File: config.mk
export PLATFORM = sky130hd
export DESIGN_NAME = mem_read_stage
export DESIGN_NICKNAME = d
export VERILOG_FILES = /design/src/rtl/mem_read_stage.sv
export SDC_FILE = /design/constraint.sdc
export NUM_CORES = 1
export LEC_CHECK = 0
export ABC_AREA = 1
export ABC_CLOCK_PERIOD_IN_PS = 4380
export CAP_MARGIN = 20
export CORE_MARGIN = 2
export CORE_UTILIZATION = 53
export DETAILED_ROUTE_END_ITERATION = 8
export PLACE_DENSITY = 0.91
export RECOVER_POWER = 100
export SETUP_SLACK_MARGIN = 0.2
export SLEW_MARGIN = 40
export SYNTH_ARGS = -nofsm -noshare
export SYNTH_HDL_FRONTEND = slang
export SYNTH_SLANG_ARGS = --single-unit
File: constraint.sdc
create_clock -name clk -period 4.38 [get_ports clk]
set_input_delay 0.876 -clock clk [delete_from_list [all_inputs] [get_ports clk]]
set_output_delay 0.876 -clock clk [all_outputs]
set_load 0.02 [all_outputs]
File: src/rtl/mem_read_stage.sv
`timescale 1ns/1ps
`default_nettype none
// ============================================================================
// Module   : mem_read_stage
// Purpose  : Pop-side reader for a 1-cycle-latency SRAM queue, with a
//            credit-controlled read-ahead into a 2-entry head/skid stage.
// Revision : 1.0
// ============================================================================
module mem_read_stage #(
   parameter int W = 32,
   parameter int N = 16
) (
   input  logic                 clk,
   input  logic                 rst,
   input  logic [$clog2(N):0]   wptr,
   output logic [$clog2(N):0]   rptr_r,
   output logic                 mem_ren,
   output logic [$clog2(N)-1:0] mem_raddr,
   input  logic [W-1:0]         mem_rdata,
   input  logic                 out_accept,
   output logic                 out_valid_r,
   output logic [W-1:0]         out_data_r,
   output logic                 empty_r
);

   localparam int PTR_BITS = $clog2(N) + 1;

   logic [PTR_BITS-1:0] rptr_q, rptr_d;
   logic                head_vld_q, head_vld_d;
   logic [W-1:0]        head_data_q, head_data_d;
   logic                skid_vld_q, skid_vld_d;
   logic [W-1:0]        skid_data_q, skid_data_d;
   logic                inflight_q;

   logic [PTR_BITS-1:0] avail;
   logic                pop;
   logic [1:0]          credit_used;
   logic                ren;

   assign avail       = wptr - rptr_q;
   assign pop         = head_vld_q & out_accept;
   assign credit_used = {1'b0, head_vld_q} + {1'b0, skid_vld_q} + {1'b0, inflight_q};

   // Issue only while the entries held plus the one in flight, less any pop,
   // leave a free slot; this is what keeps the skid from overflowing.
   assign ren = ~rst & (avail != '0) & ({1'b0, credit_used} < (3'd2 + {2'b00, pop}));

   always_comb begin
      rptr_d      = rptr_q + {{(PTR_BITS-1){1'b0}}, ren};
      head_vld_d  = head_vld_q;
      head_data_d = head_data_q;
      skid_vld_d  = skid_vld_q;
      skid_data_d = skid_data_q;
      if (inflight_q) begin
         if (!head_vld_q || pop) begin
            head_vld_d = 1'b1;
            if (skid_vld_q) begin
               head_data_d = skid_data_q;
               skid_data_d = mem_rdata;
            end else begin
               head_data_d = mem_rdata;
            end
         end else begin
            skid_vld_d  = 1'b1;
            skid_data_d = mem_rdata;
         end
      end else if (pop) begin
         if (skid_vld_q) begin
            head_data_d = skid_data_q;
            skid_vld_d  = 1'b0;
         end else begin
            head_vld_d  = 1'b0;
         end
      end
   end

   always_ff @(posedge clk) begin
      if (rst) begin
         rptr_q      <= '0;
         head_vld_q  <= 1'b0;
         head_data_q <= '0;
         skid_vld_q  <= 1'b0;
         skid_data_q <= '0;
         inflight_q  <= 1'b0;
      end else begin
         rptr_q      <= rptr_d;
         head_vld_q  <= head_vld_d;
         head_data_q <= head_data_d;
         skid_vld_q  <= skid_vld_d;
         skid_data_q <= skid_data_d;
         inflight_q  <= ren;
      end
   end

   assign rptr_r      = rptr_q;
   assign mem_ren     = ren;
   assign mem_raddr   = rptr_q[PTR_BITS-2:0];
   assign out_valid_r = head_vld_q;
   assign out_data_r  = head_data_q;
   assign empty_r     = ~head_vld_q;

`ifndef SYNTHESIS
   always_ff @(posedge clk) begin
      if (!rst) begin
         assert (avail <= PTR_BITS'(N))
            else $error("mem_read_stage: wptr is more than N entries ahead of rptr");
         assert (!(inflight_q && head_vld_q && !pop && skid_vld_q))
            else $error("mem_read_stage: return arrived with head held and skid full");
      end
   end
`endif

endmodule
`default_nettype wire

Yosys cells after proc, flatten, opt, wreduce, memory -nomap -nowiden
Index checks and enable logic that the tools add are counted.
- register bits: 72
- input bits: 40
- output and inout bits: 44
- logic and storage cells: 44
- add/subtract/negate cells: 5
- magnitude comparators: 1
- eq/ne operators: 4
- multiplexer cells: 14
- bitwise gates (word level): 5
- reduce and logical (&&, ||, !) cells: 9
- operators with widths (cell ; count):
    $mux W32 ; 7
    $mux W1 ; 7
    $reduce_and A3 Y1 ; 2
    $add A5 B1 Y5 ; 1
    $reduce_bool A5 Y1 ; 1
    $sub A5 B5 Y5 ; 1
    $ne A2 B1 Y1 const B ; 2
    $ne A2 B2 Y1 const B ; 2
    $reduce_and A2 Y1 ; 2
    $reduce_bool A2 Y1 ; 2
    $add A2 B1 Y3 const A ; 1
    $and A1 B1 Y1 ; 3
    $lt A2 B3 Y1 ; 1
    $add A1 B1 Y2 ; 1
    $add A2 B1 Y2 ; 1
    $not A1 Y1 ; 2
    $logic_not A1 Y1 ; 1
    $logic_or A1 B1 Y1 ; 1

Depth between registers and ports, before layout
Gate-level depths: netlist of the first run.
- depth in word-level cells: 5
- depth in mapped cells: 16

Worst setup path after synthesis of the first run
Ideal clock, no wire load.
- kind: in2out
- start point: input wptr[3]
- end point: output mem_ren
- arrival: 1.780 ns
- path slack: 1.724 ns
- stages: 7
- path buffers: 0
- cells stage by stage: ha_1 -> inv_1 -> nand2_1 -> nand3_1 -> nand3_1 -> nor2_1 -> nor2_1
- word-level cells in the longest chain between the ends: 4
- ends and longest elaborated chain (what ; line ; source):
    start: declaration ; 15 ; input logic [$clog2(N):0] wptr,
    $sub A5 B5 Y5 ; 40 ; assign avail = wptr - rptr_q;
    $reduce_bool A5 Y1 ; 46 ; assign ren = ~rst & (avail != '0) & ({1'b0, credit_used} < (3'd2 + {2'b00, pop}));
    $and A1 B1 Y1 (2 in series) ; 46 ;
    end: declaration ; 17 ; output logic mem_ren,
No other way between the ends.

Worst setup path after layout of the first run
Same ends and word-level chain as after synthesis.

==> results of run 1 <==
[layout by cell type (no fill, tap or decap), drive strengths merged]
cell	count
clkbuf	12
clkdlybuf4s50	37
a21oi	6
inv	20
o21ai	69
nand3	36
buf	2
clkinv	1
nor3	1
dlygate4sd3	46
nor2	137
fa	1
clkinvlp	1
dfxtp	72
nand2	83
ha	6
[worst max path at each step]
stage / slack (ns) / to
3_5_place_dp: 0.74 / mem_ren
4_1_cts: 0.73 / mem_ren
6_report: 0.53 / mem_ren
2_1_floorplan: 1.72 / mem_ren
5_1_grt: 0.34 / out_data_r[2]$_SDFFE_PP0P_
3_3_place_gp: 0.83 / mem_ren
[layout make-up]
class / count / area, um2
Fill cell: 501 / 1827
Multi-Input combinational cell: 339 / 1508
Sequential cell: 72 / 1441
Timing Repair Buffer: 85 / 845.8
Clock buffer: 12 / 155.1
Tap cell: 75 / 93.84
Inverter: 21 / 80.08
Clock inverter: 1 / 5.005
[sequential cells by signal, indices dropped and copies added (netlist names)]
register / cells
inflight_q: 1
skid_data_q: 32
skid_vld_q: 1
rptr_r: 5
out_valid_r: 1
out_data_r: 32
[through the flow]
| step | cell area [um2] | hold WS (ns) | total power, mW |
|---|---|---|---|
| CTS | 4135 | 0.4881 | 1.713 |
| detailed placement | 3975 | 0.4724 | 1.265 |
| finish | 4129 | 0.4849 | 1.683 |
| global placement | 3973 | 0.4629 | 1.249 |
| floorplan | 3277 | 0.4543 | 1.106 |
| global route | 4129 | 0.5024 | 1.781 |
[layer usage]
metal	routed length, um	vias up
li1	-	1596
met1	3369	1486
met2	3716	126
met3	478	16
met4	165	0
met5	0	-
[where the power goes]
part	internal, mW	switching [mW]	total [mW]	leakage [nW]
logic	0.187	0.278	0.464	1.23
clock network	0.227	0.223	0.449	0.0842
registers	0.731	0.0388	0.769	0.591
total	1.14	0.539	1.68	1.90
[worst min-delay path, cell delays in order (launching register included)]
cell and delay [ns]:
sky130_fd_sc_hd__dfxtp_1 0.33, sky130_fd_sc_hd__nor2_1 0.05, sky130_fd_sc_hd__nor2_1 0.08
[kinds of logic after synthesis]
family,count (synthesis),share of synthesized area [%]
compound gates,75,11.57
simple gates,257,31.61
buf+inv,54,9.927
fa+ha+maj,7,2.902
flops,72,43.99
==> metrics.yaml, run 1 <==
run_status:
  status: "finished, final reports clean"
global_routing:
  gr-usage-met1_pct: 27.91
  number_of_antenna_violations_at_the_first_check_in_global_routing: 0
  grt_max_degree: 67
  via_count_of_the_first_global_routing_pass: 2928
  layer_with_the_highest_usage: "met2"
  grt_pass1_wl_um: 12630
  track_usage_pct: 23.84
  grt-ovfl-total: 0
  grt_use_met3_pct: 3.913
  grt.met2_usage_pct: 42.02
layout:
  final-instance-count-excl-fill: 605
  layout-drive-gt1-share_pct: 4.717
  num-nets-final: 575
  areaGrowthSynthToFinish_pct: 26.00
  num_antenna_cells: 0
  fin_util_pct: 69.33
floorplanning:
  die_area_um2: 6828
  core_area_um2: 5956
  fp-row-count: 28
  dieWidth_um: 82.63
  number_of_top_level_design_ports: 84
  initial_standard_cell_utilization_of_the_core_pct: 55.02
  die_h_um: 82.63
critical_path:
  cell_count_along_the_critical_path: 9
  worst_setup_path_start_kind: "input port"
  path_class: "input port to output pin"
  worstPathCellList: "dlygate4sd3_1 -> ha_1 -> inv_1 -> nand2_1 -> nand3_1 -> nand3_1 -> nor2_1 -> nor2_1 -> dlygate4sd3_1"
  timing.reg2reg.setup_slack_ns: 1.16
  critical_path.slowest_cell: "sky130_fd_sc_hd__dlygate4sd3_1"
  timing.critical_path.from: "wptr[3]"
  required_ns: 3.50
  critical_path.reg2reg.startpoint: "inflight_q$_SDFF_PP0_"
  maximum_fanout_along_the_worst_path: 3
  slowest_delay_ns: 0.70
  critical_path_buffers_and_inverters: 3
  cp-end-kind: "output pin"
  reg2reg_to: "out_data_r[27]$_SDFFE_PP0P_"
  critical_path.top_delay_family: "buffers and inverters"
  critPathArrivalTime_ns: 2.98
  worst_r2r_path_depth: 6
synthesis:
  yosys_warns: 0
  synth-edff-count: 0
  synth_commonest_cells: "sky130_fd_sc_hd__nor2_1, sky130_fd_sc_hd__nand2_1, sky130_fd_sc_hd__dfxtp_1, sky130_fd_sc_hd__o21ai_0, sky130_fd_sc_hd__nand3_1"
  synth.ff_latch_count: 72
  yosysSeqAreaShare_pct: 43.99
  ys_types: 22
  syn-instance-count: 465
  synth.net_count: 512
  ys_top_cells_by_area: "sky130_fd_sc_hd__dfxtp_1, sky130_fd_sc_hd__nor2_1, sky130_fd_sc_hd__nand2_1"
  share_of_flip_flops_with_an_asynchronous_set_or_reset_after_synthesis_pct: 0
  synth_top_area_share_pct: 43.99
  synth_top_area_cell: "sky130_fd_sc_hd__dfxtp_1"
  synth_area_per_cell_um2: 7.047
  synth_flop_cell: "sky130_fd_sc_hd__dfxtp_1"
  yosysMostFrequentCell: "sky130_fd_sc_hd__nor2_1"
  netlist_area_um2: 3277
min_path:
  hold-path-cell-count: 2
  hold_class: "flop to flop"
  min_from: "skid_data_q[12]$_SDFFE_PP0P_"
  endpoint_of_the_worst_hold_timing_path: "skid_data_q[12]$_SDFFE_PP0P_"
drt:
  drcViolationCount: 0
  dr.pass1.iters: 4
  route.antenna.remaining_nets: 0
  initialDrtViolationCount: 218
  vias_per_cell: 5.329
  detail_route.wl_per_cell_um: 12.78
  drt-total-wl_um: 7730
  detailroute.via_count: 3224
placement:
  gp_congestion: 0.8750
  dp_worst_setup_slack_ns: 0.7449
  placed_cells: 592
  dpl.hpwl_um: 4884
  numPortBuffers: 83
timing:
  max_slew_margin_pct: 16.05
  final.period_utilization_pct: 87.98
  finClkSkew_ns: 0.006404
  post-route-worst-setup-slack_ns: 0.5264
  layout_min_cycle_time_ns: 3.854
  tightestPinTransition_ns: 1.252
  hold_violations: 0
  grt_setup_unrepaired: "no"
  final_max_slew_viol_count: 0
  fmax_mhz: 259.5
  setup_viol: 0
  setup_tns_after_final_layout_ns: 0
clocking:
  clkSlewWorstSetupHoldPaths_ns: 0.06
  clock_latency_ns: 0.34
  h_tree_level_count: 3
  cts_buffers: 9
  cts_tree: "built"
  resized_gates_after_cts: 0
  clock_sink_count: 72
  cts-hold-fix-buffers: 0
  cts.repair_timing.setup_buffer_count: 0
  clockRootBuffer: "sky130_fd_sc_hd__clkbuf_8"
  max-clock-path-buffers: 2
pwr:
  power.density_nw_per_um2: 407.5
  power_leakage_nw: 1.904
  ir_drop_worst_case_vdd_mv: 0.2260
flow_run:
  cap_viol_max_count: 0
(Power assumes the default switching activity.)
==> run 2: changes to the inputs <==
CAP_MARGIN = not set   (was 20)
SLEW_MARGIN = not set   (was 40)
==> run 2 against run 1 <==
Design area down 0.21%. Critical path type unchanged. Clock power fell by 3%. Total power decreased by 0.82%. First-iteration DRC count decreased by 21%. Clock skew rose by 0.00063 ns. Final cell count rose by 0.17%. Register-to-register slack better by 0.02 ns.
==> metrics.yaml, run 2 (synthesis gave the netlist of run 1 again) <==
timing:
  grt_setup_unrepaired: "no"
  max_slew_margin_pct: 16.88  # +0.83 points
  hold_violations: 0  # unchanged
  post-route-worst-setup-slack_ns: 0.5338  # +0.007412 ns
  setup_viol: 0  # unchanged
  final_max_slew_viol_count: 0  # unchanged
  timing.hold.ws_ns: 0.4845  # -0.0003860 ns
  final.period_utilization_pct: 87.81  # -0.17 points
  layout_min_cycle_time_ns: 3.846  # -0.007412 ns
  finClkSkew_ns: 0.007037  # +0.0006329 ns
  tightestPinTransition_ns: 1.240  # -0.01236 ns
  fmax_mhz: 260.0  # +0.19%
  setup_tns_after_final_layout_ns: 0  # unchanged
critical_path:
  timing.critical_path.from: "wptr[3]"
  critical_path.endpoint: "mem_ren"
  critical_path.reg2reg.startpoint: "inflight_q$_SDFF_PP0_"
  cp-end-kind: "output pin"
  critPathArrivalTime_ns: 2.97  # about the same
  critical_path.slowest_cell: "sky130_fd_sc_hd__dlygate4sd3_1"
  slowest_delay_ns: 0.70  # about the same
  worst_r2r_path_depth: 6  # unchanged
  required_ns: 3.50  # about the same
  reg2reg_to: "out_data_r[27]$_SDFFE_PP0P_"
  worst_setup_path_start_kind: "input port"
  timing.reg2reg.setup_slack_ns: 1.18  # +0.02 ns
  maximum_fanout_along_the_worst_path: 3  # unchanged
  worstPathCellList: "dlygate4sd3_1 -> ha_1 -> inv_1 -> nand2_1 -> nand3_1 -> nand3_1 -> nor2_1 -> nor2_1 -> dlygate4sd3_1"
  path_class: "input port to output pin"
floorplanning:
  core_area_um2: 5956  # unchanged
  fp-row-count: 28  # unchanged
  number_of_top_level_design_ports: 84  # unchanged
  initial_standard_cell_utilization_of_the_core_pct: 55.02  # unchanged
  die_h_um: 82.63  # unchanged
  dieWidth_um: 82.63  # unchanged
  die_area_um2: 6828  # unchanged
pwr:
  power_leakage_nw: 1.899  # -0.26%
  ir_drop_worst_case_vdd_mv: 0.2548  # +13%
  power.density_nw_per_um2: 405.0  # -0.61%
global_routing:
  grt_max_degree: 67  # unchanged
  via_count_of_the_first_global_routing_pass: 2930  # +0.068%
  track_usage_pct: 23.67  # -0.17 points
  grt-ovfl-total: 0  # unchanged
  grt_pass1_wl_um: 12600  # -0.22%
  number_of_antenna_violations_at_the_first_check_in_global_routing: 0  # unchanged
clocking:
  cts.repair_timing.setup_buffer_count: 0  # unchanged
  clkSlewWorstSetupHoldPaths_ns: 0.07  # about the same
  clock_latency_ns: 0.34  # about the same
  resized_gates_after_cts: 0  # unchanged
  max-clock-path-buffers: 2  # unchanged
  clockRootBuffer: "sky130_fd_sc_hd__clkbuf_8"
  cts-hold-fix-buffers: 0  # unchanged
  cts_tree: "built"
  cts_buffers: 9  # unchanged
  h_tree_level_count: 3  # unchanged
  clock_sink_count: 72  # unchanged
layout:
  num-nets-final: 575  # unchanged
  layout-drive-gt1-share_pct: 4.331  # -0.39 points
  mostFrequentLayoutCell: "sky130_fd_sc_hd__nor2_1"
  layout.cells.most_common_list: "sky130_fd_sc_hd__nor2_1, sky130_fd_sc_hd__nand2_1, sky130_fd_sc_hd__dfxtp_1, sky130_fd_sc_hd__o21ai_0, sky130_fd_sc_hd__dlygate4sd3_1"
  num_antenna_cells: 0  # unchanged
  fin_util_pct: 69.18  # -0.15 points
  areaGrowthSynthToFinish_pct: 25.73
drt:
  dr.pass1.iters: 5  # +1
  detailroute.via_count: 3198  # -0.81%
  route.antenna.remaining_nets: 0  # unchanged
  drt-total-wl_um: 7643  # -1.1%
  detail_route.wl_per_cell_um: 12.61  # -1.3%
  drcViolationCount: 0  # unchanged
  vias_per_cell: 5.277  # -0.97%
  initialDrtViolationCount: 173  # -21%
placement:
  gp_congestion: 0.8750  # unchanged
  numPortBuffers: 83  # unchanged
  dpl.hpwl_um: 4856  # -0.58%
  dp_worst_setup_slack_ns: 0.7449  # +0.000001000 ns
run_status:
  status: "finished, final reports clean"
min_path:
  hold_class: "flop to flop"
flow_run:
  cap_viol_max_count: 0  # unchanged
==> run 2: cell count changes in the layout (fill, tap and decap cells not counted), sizes merged <==
cell	before	now
clkbuf	12	13
==> run 2: cell type report <==
cell class              count  area, um2
fillers                   511       1836
multi-input cells         339       1505
flip-flops and latches     72       1441
repair buffers             85      845.8
clock buffers              13      148.9
well taps                  75      93.84
inverters                  21      80.08
clock inverters             1      5.005
==> run 2: per-stage QoR <==
stage	std cells	area, um2	power (mW)
after floorplan	465	3277	1.106
after global placement	592	3973	1.249
after detailed placement	592	3973	1.264
after CTS	606	4126	1.696
after global routing	606	4120	1.766
final	606	4120	1.669
==> run 2: worst min path at each step <==
stage                                        end  depth (start not counted)                          from  slack (ns)
floorplan            skid_data_q[0]$_SDFFE_PP0P_                          2   skid_data_q[0]$_SDFFE_PP0P_        0.45
global placement     skid_data_q[9]$_SDFFE_PP0P_                          2   skid_data_q[9]$_SDFFE_PP0P_        0.46
detailed placement  skid_data_q[12]$_SDFFE_PP0P_                          2  skid_data_q[12]$_SDFFE_PP0P_        0.47
CTS                 skid_data_q[12]$_SDFFE_PP0P_                          2  skid_data_q[12]$_SDFFE_PP0P_        0.49
global route        skid_data_q[12]$_SDFFE_PP0P_                          2  skid_data_q[12]$_SDFFE_PP0P_        0.50
finish              skid_data_q[12]$_SDFFE_PP0P_                          2  skid_data_q[12]$_SDFFE_PP0P_        0.48
==> run 2: where the power goes <==
| part | switching (mW) | leakage, nW | internal [mW] | total [mW] |
|---|---|---|---|---|
| Clock | 0.220 | 0.0794 | 0.215 | 0.435 |
| Combinational | 0.277 | 1.23 | 0.187 | 0.464 |
| Sequential | 0.0393 | 0.591 | 0.731 | 0.770 |
| Total | 0.537 | 1.90 | 1.13 | 1.67 |
==> run 2: metal layers <==
| metal | vias up | GRT usage [%] | wire [um] |
|---|---|---|---|
| li1 | 1602 | - | - |
| met1 | 1467 | 27.94 | 3301 |
| met2 | 120 | 41.85 | 3726 |
| met3 | 9 | 6.087 | 531 |
| met4 | 0 | 7.541 | 84 |
| met5 | - | 0 | 0 |
==> run 2: worst max-delay path: cells and delay by family <==
kind,cells,cell delay (ns)
buffers and inverters,3,1.33
adders and majority gates,1,0.34
and+or+nand+nor,5,0.44
==> run 3: changes to the inputs <==
CORE_ASPECT_RATIO = 1.5   (was not set)
==> run 3 against run 2 <==
The run now ends with capacitance limit, slew limit left. Wire length grew 5.7%. Hold slack gained 0.0028 ns. Design area rose by 0.58%. Fmax up 1.2%. Clock power is 14% higher. Flip-flop and latch count did not move. Clock skew is 0.0024 ns higher. Total power is 3.6% higher. Register-to-register slack got worse by 0.13 ns. First-iteration DRC count increased by 94%. Critical path type unchanged. Largest power group unchanged.
==> metrics.yaml, run 3 (synthesis gave the netlist of run 1 again) <==
critical_path:
  critPathArrivalTime_ns: 2.93  # -0.04 ns
  slowest_delay_ns: 0.66  # -0.04 ns
  critical_path.slowest_cell: "sky130_fd_sc_hd__dlygate4sd3_1"
  required_ns: 3.50  # about the same
  path_class: "input port to output pin"
  worst_setup_path_start_kind: "input port"
  maximum_fanout_along_the_worst_path: 3  # unchanged
  cp-end-kind: "output pin"
  worstPathCellList: "dlygate4sd3_1 -> ha_1 -> inv_1 -> nand2_1 -> nand3_1 -> nand3_1 -> nor2_1 -> nor2_1 -> dlygate4sd3_1"
layout:
  num_antenna_cells: 0  # unchanged
  mostFrequentLayoutCell: "sky130_fd_sc_hd__nor2_1"
  num-nets-final: 575  # unchanged
  layout.cells.most_common_list: "sky130_fd_sc_hd__nor2_1, sky130_fd_sc_hd__nand2_1, sky130_fd_sc_hd__dfxtp_1, sky130_fd_sc_hd__o21ai_0, sky130_fd_sc_hd__dlygate4sd3_1"
  layout-drive-gt1-share_pct: 4.503  # +0.17 points
  design_area_um2: 4144  # +0.58%
  final-instance-count-excl-fill: 607  # +0.17%
  areaGrowthSynthToFinish_pct: 26.46
placement:
  dpl.hpwl_um: 5067  # +4.4%
  placed_cells: 591  # -0.17%
  detailed_place.area_um2: 3971  # about the same
  numPortBuffers: 83  # unchanged
  gp_congestion: 0.7596  # -13%
timing:
  final_max_slew_viol_count: 34  # +34
  timing.hold.ws_ns: 0.4873  # +0.002754 ns
  layout_min_cycle_time_ns: 3.801  # -0.04502 ns
  finClkSkew_ns: 0.009448  # +0.002410 ns
  setup_tns_after_final_layout_ns: 0  # unchanged
  fmax_mhz: 263.1  # +1.2%
  final.period_utilization_pct: 86.78  # -1.0 points
  grt_setup_unrepaired: "no"
  tightestPinTransition_ns: 2.085  # +0.8452 ns
  max_slew_margin_pct: -39.53  # -56 points
  hold_violations: 0  # unchanged
  setup_viol: 0  # unchanged
global_routing:
  grt-ovfl-total: 0  # unchanged
  track_usage_pct: 25.41  # +1.7 points
  number_of_antenna_violations_at_the_first_check_in_global_routing: 0  # unchanged
  via_count_of_the_first_global_routing_pass: 3009  # +2.7%
  grt_max_degree: 67  # unchanged
  grt_pass1_wl_um: 13320  # +5.7%
pwr:
  final_total_pwr_mw: 1.729  # +3.6%
  power.density_nw_per_um2: 417.3  # +3.0%
  power_leakage_nw: 1.907  # +0.41%
  ir_drop_worst_case_vdd_mv: 0.2262  # -11%
drt:
  vias_per_cell: 5.219  # -1.1%
  dr.pass1.iters: 4  # -1
  detailroute.via_count: 3168  # -0.94%
  initialDrtViolationCount: 335  # +94%
  route.antenna.remaining_nets: 0  # unchanged
  drcViolationCount: 0  # unchanged
  detail_route.wl_per_cell_um: 13.30  # +5.5%
  drt-total-wl_um: 8076  # +5.7%
floorplanning:
  die_h_um: 100.3  # +21%
  number_of_top_level_design_ports: 84  # unchanged
  dieWidth_um: 68.20  # -17%
  core_area_um2: 6043  # +1.5%
  fp-row-count: 35  # +25%
  die_area_um2: 6840  # +0.19%
  initial_standard_cell_utilization_of_the_core_pct: 54.22  # -0.80 points
clocking:
  clock_latency_ns: 0.35  # about the same
  cts_buffers: 9  # unchanged
  max-clock-path-buffers: 2  # unchanged
  clockRootBuffer: "sky130_fd_sc_hd__clkbuf_8"
  resized_gates_after_cts: 0  # unchanged
  clkSlewWorstSetupHoldPaths_ns: 0.07  # about the same
  cts.repair_timing.setup_buffer_count: 0  # unchanged
  clock_sink_count: 72  # unchanged
  cts-hold-fix-buffers: 0  # unchanged
  cts_tree: "built"
  h_tree_level_count: 3  # unchanged
run_status:
  failed_checks: "capacitance limit, slew limit"
  status: "finished, violations left"
min_path:
  hold_class: "flop to flop"
flow_run:
  cap_viol_max_count: 1  # +1
[run 3: changes by cell type in the layout (fill, tap and decap cells not counted), sizes merged]
cell / delta
clkinv: +1
clkbuf: -1
clkinvlp: +2
[run 3: worst max-delay path, delay by kind of cell]
family | cells | cell delay [ns]
adder cells (fa/ha/maj) | 1 | 0.33
buffers and inverters | 3 | 1.31
AND/OR/NAND/NOR | 5 | 0.42
[run 3: path summary, 6_finish.rpt]
check	start	endpoint	slack (ns)	cells after the start
max	wptr[3]	mem_ren	0.58	9
min	skid_data_q[15]$_SDFFE_PP0P_	skid_data_q[15]$_SDFFE_PP0P_	0.49	2
max reg2reg	inflight_q$_SDFF_PP0_	out_data_r[9]$_SDFFE_PP0P_	1.05	6
min reg2reg	skid_data_q[15]$_SDFFE_PP0P_	skid_data_q[15]$_SDFFE_PP0P_	0.49	2
[run 3: metal layers]
layer | global-route usage (%) | wire length [um] | part of all wire [%] | up-vias
met3 | 5.605 | 428 | 5.3 | 13
met5 | 0 | 0 | 0 | -
li1 | - | - | - | 1603
met4 | 11.69 | 159 | 2.0 | 0
met2 | 44.73 | 4296 | 53 | 101
met1 | 28.11 | 3192 | 40 | 1451
[run 3: stage by stage]
step	utilization, %	worst slack [ns]
detailed placement	65.71	0.7596
CTS	68.90	0.7542
global placement	65.71	0.8414
floorplan	-	1.724
finish	68.57	0.5789
global route	68.57	0.3535
[run 3: final cells by class]
class,count,area (um2)
Clock buffer,12,165.2
Clock inverter,4,27.53
Fill cell,509,1899
Inverter,21,81.33
Multi-Input combinational cell,339,1490
Sequential cell,72,1441
Tap cell,74,92.59
Timing Repair Buffer,85,845.8
[run 3: report_power, final]
group / switching (mW) / leakage (nW) / internal [mW]
Sequential: 0.0403 / 0.591 / 0.730
Combinational: 0.278 / 1.23 / 0.183
Clock: 0.246 / 0.0906 / 0.251
Total: 0.565 / 1.91 / 1.16
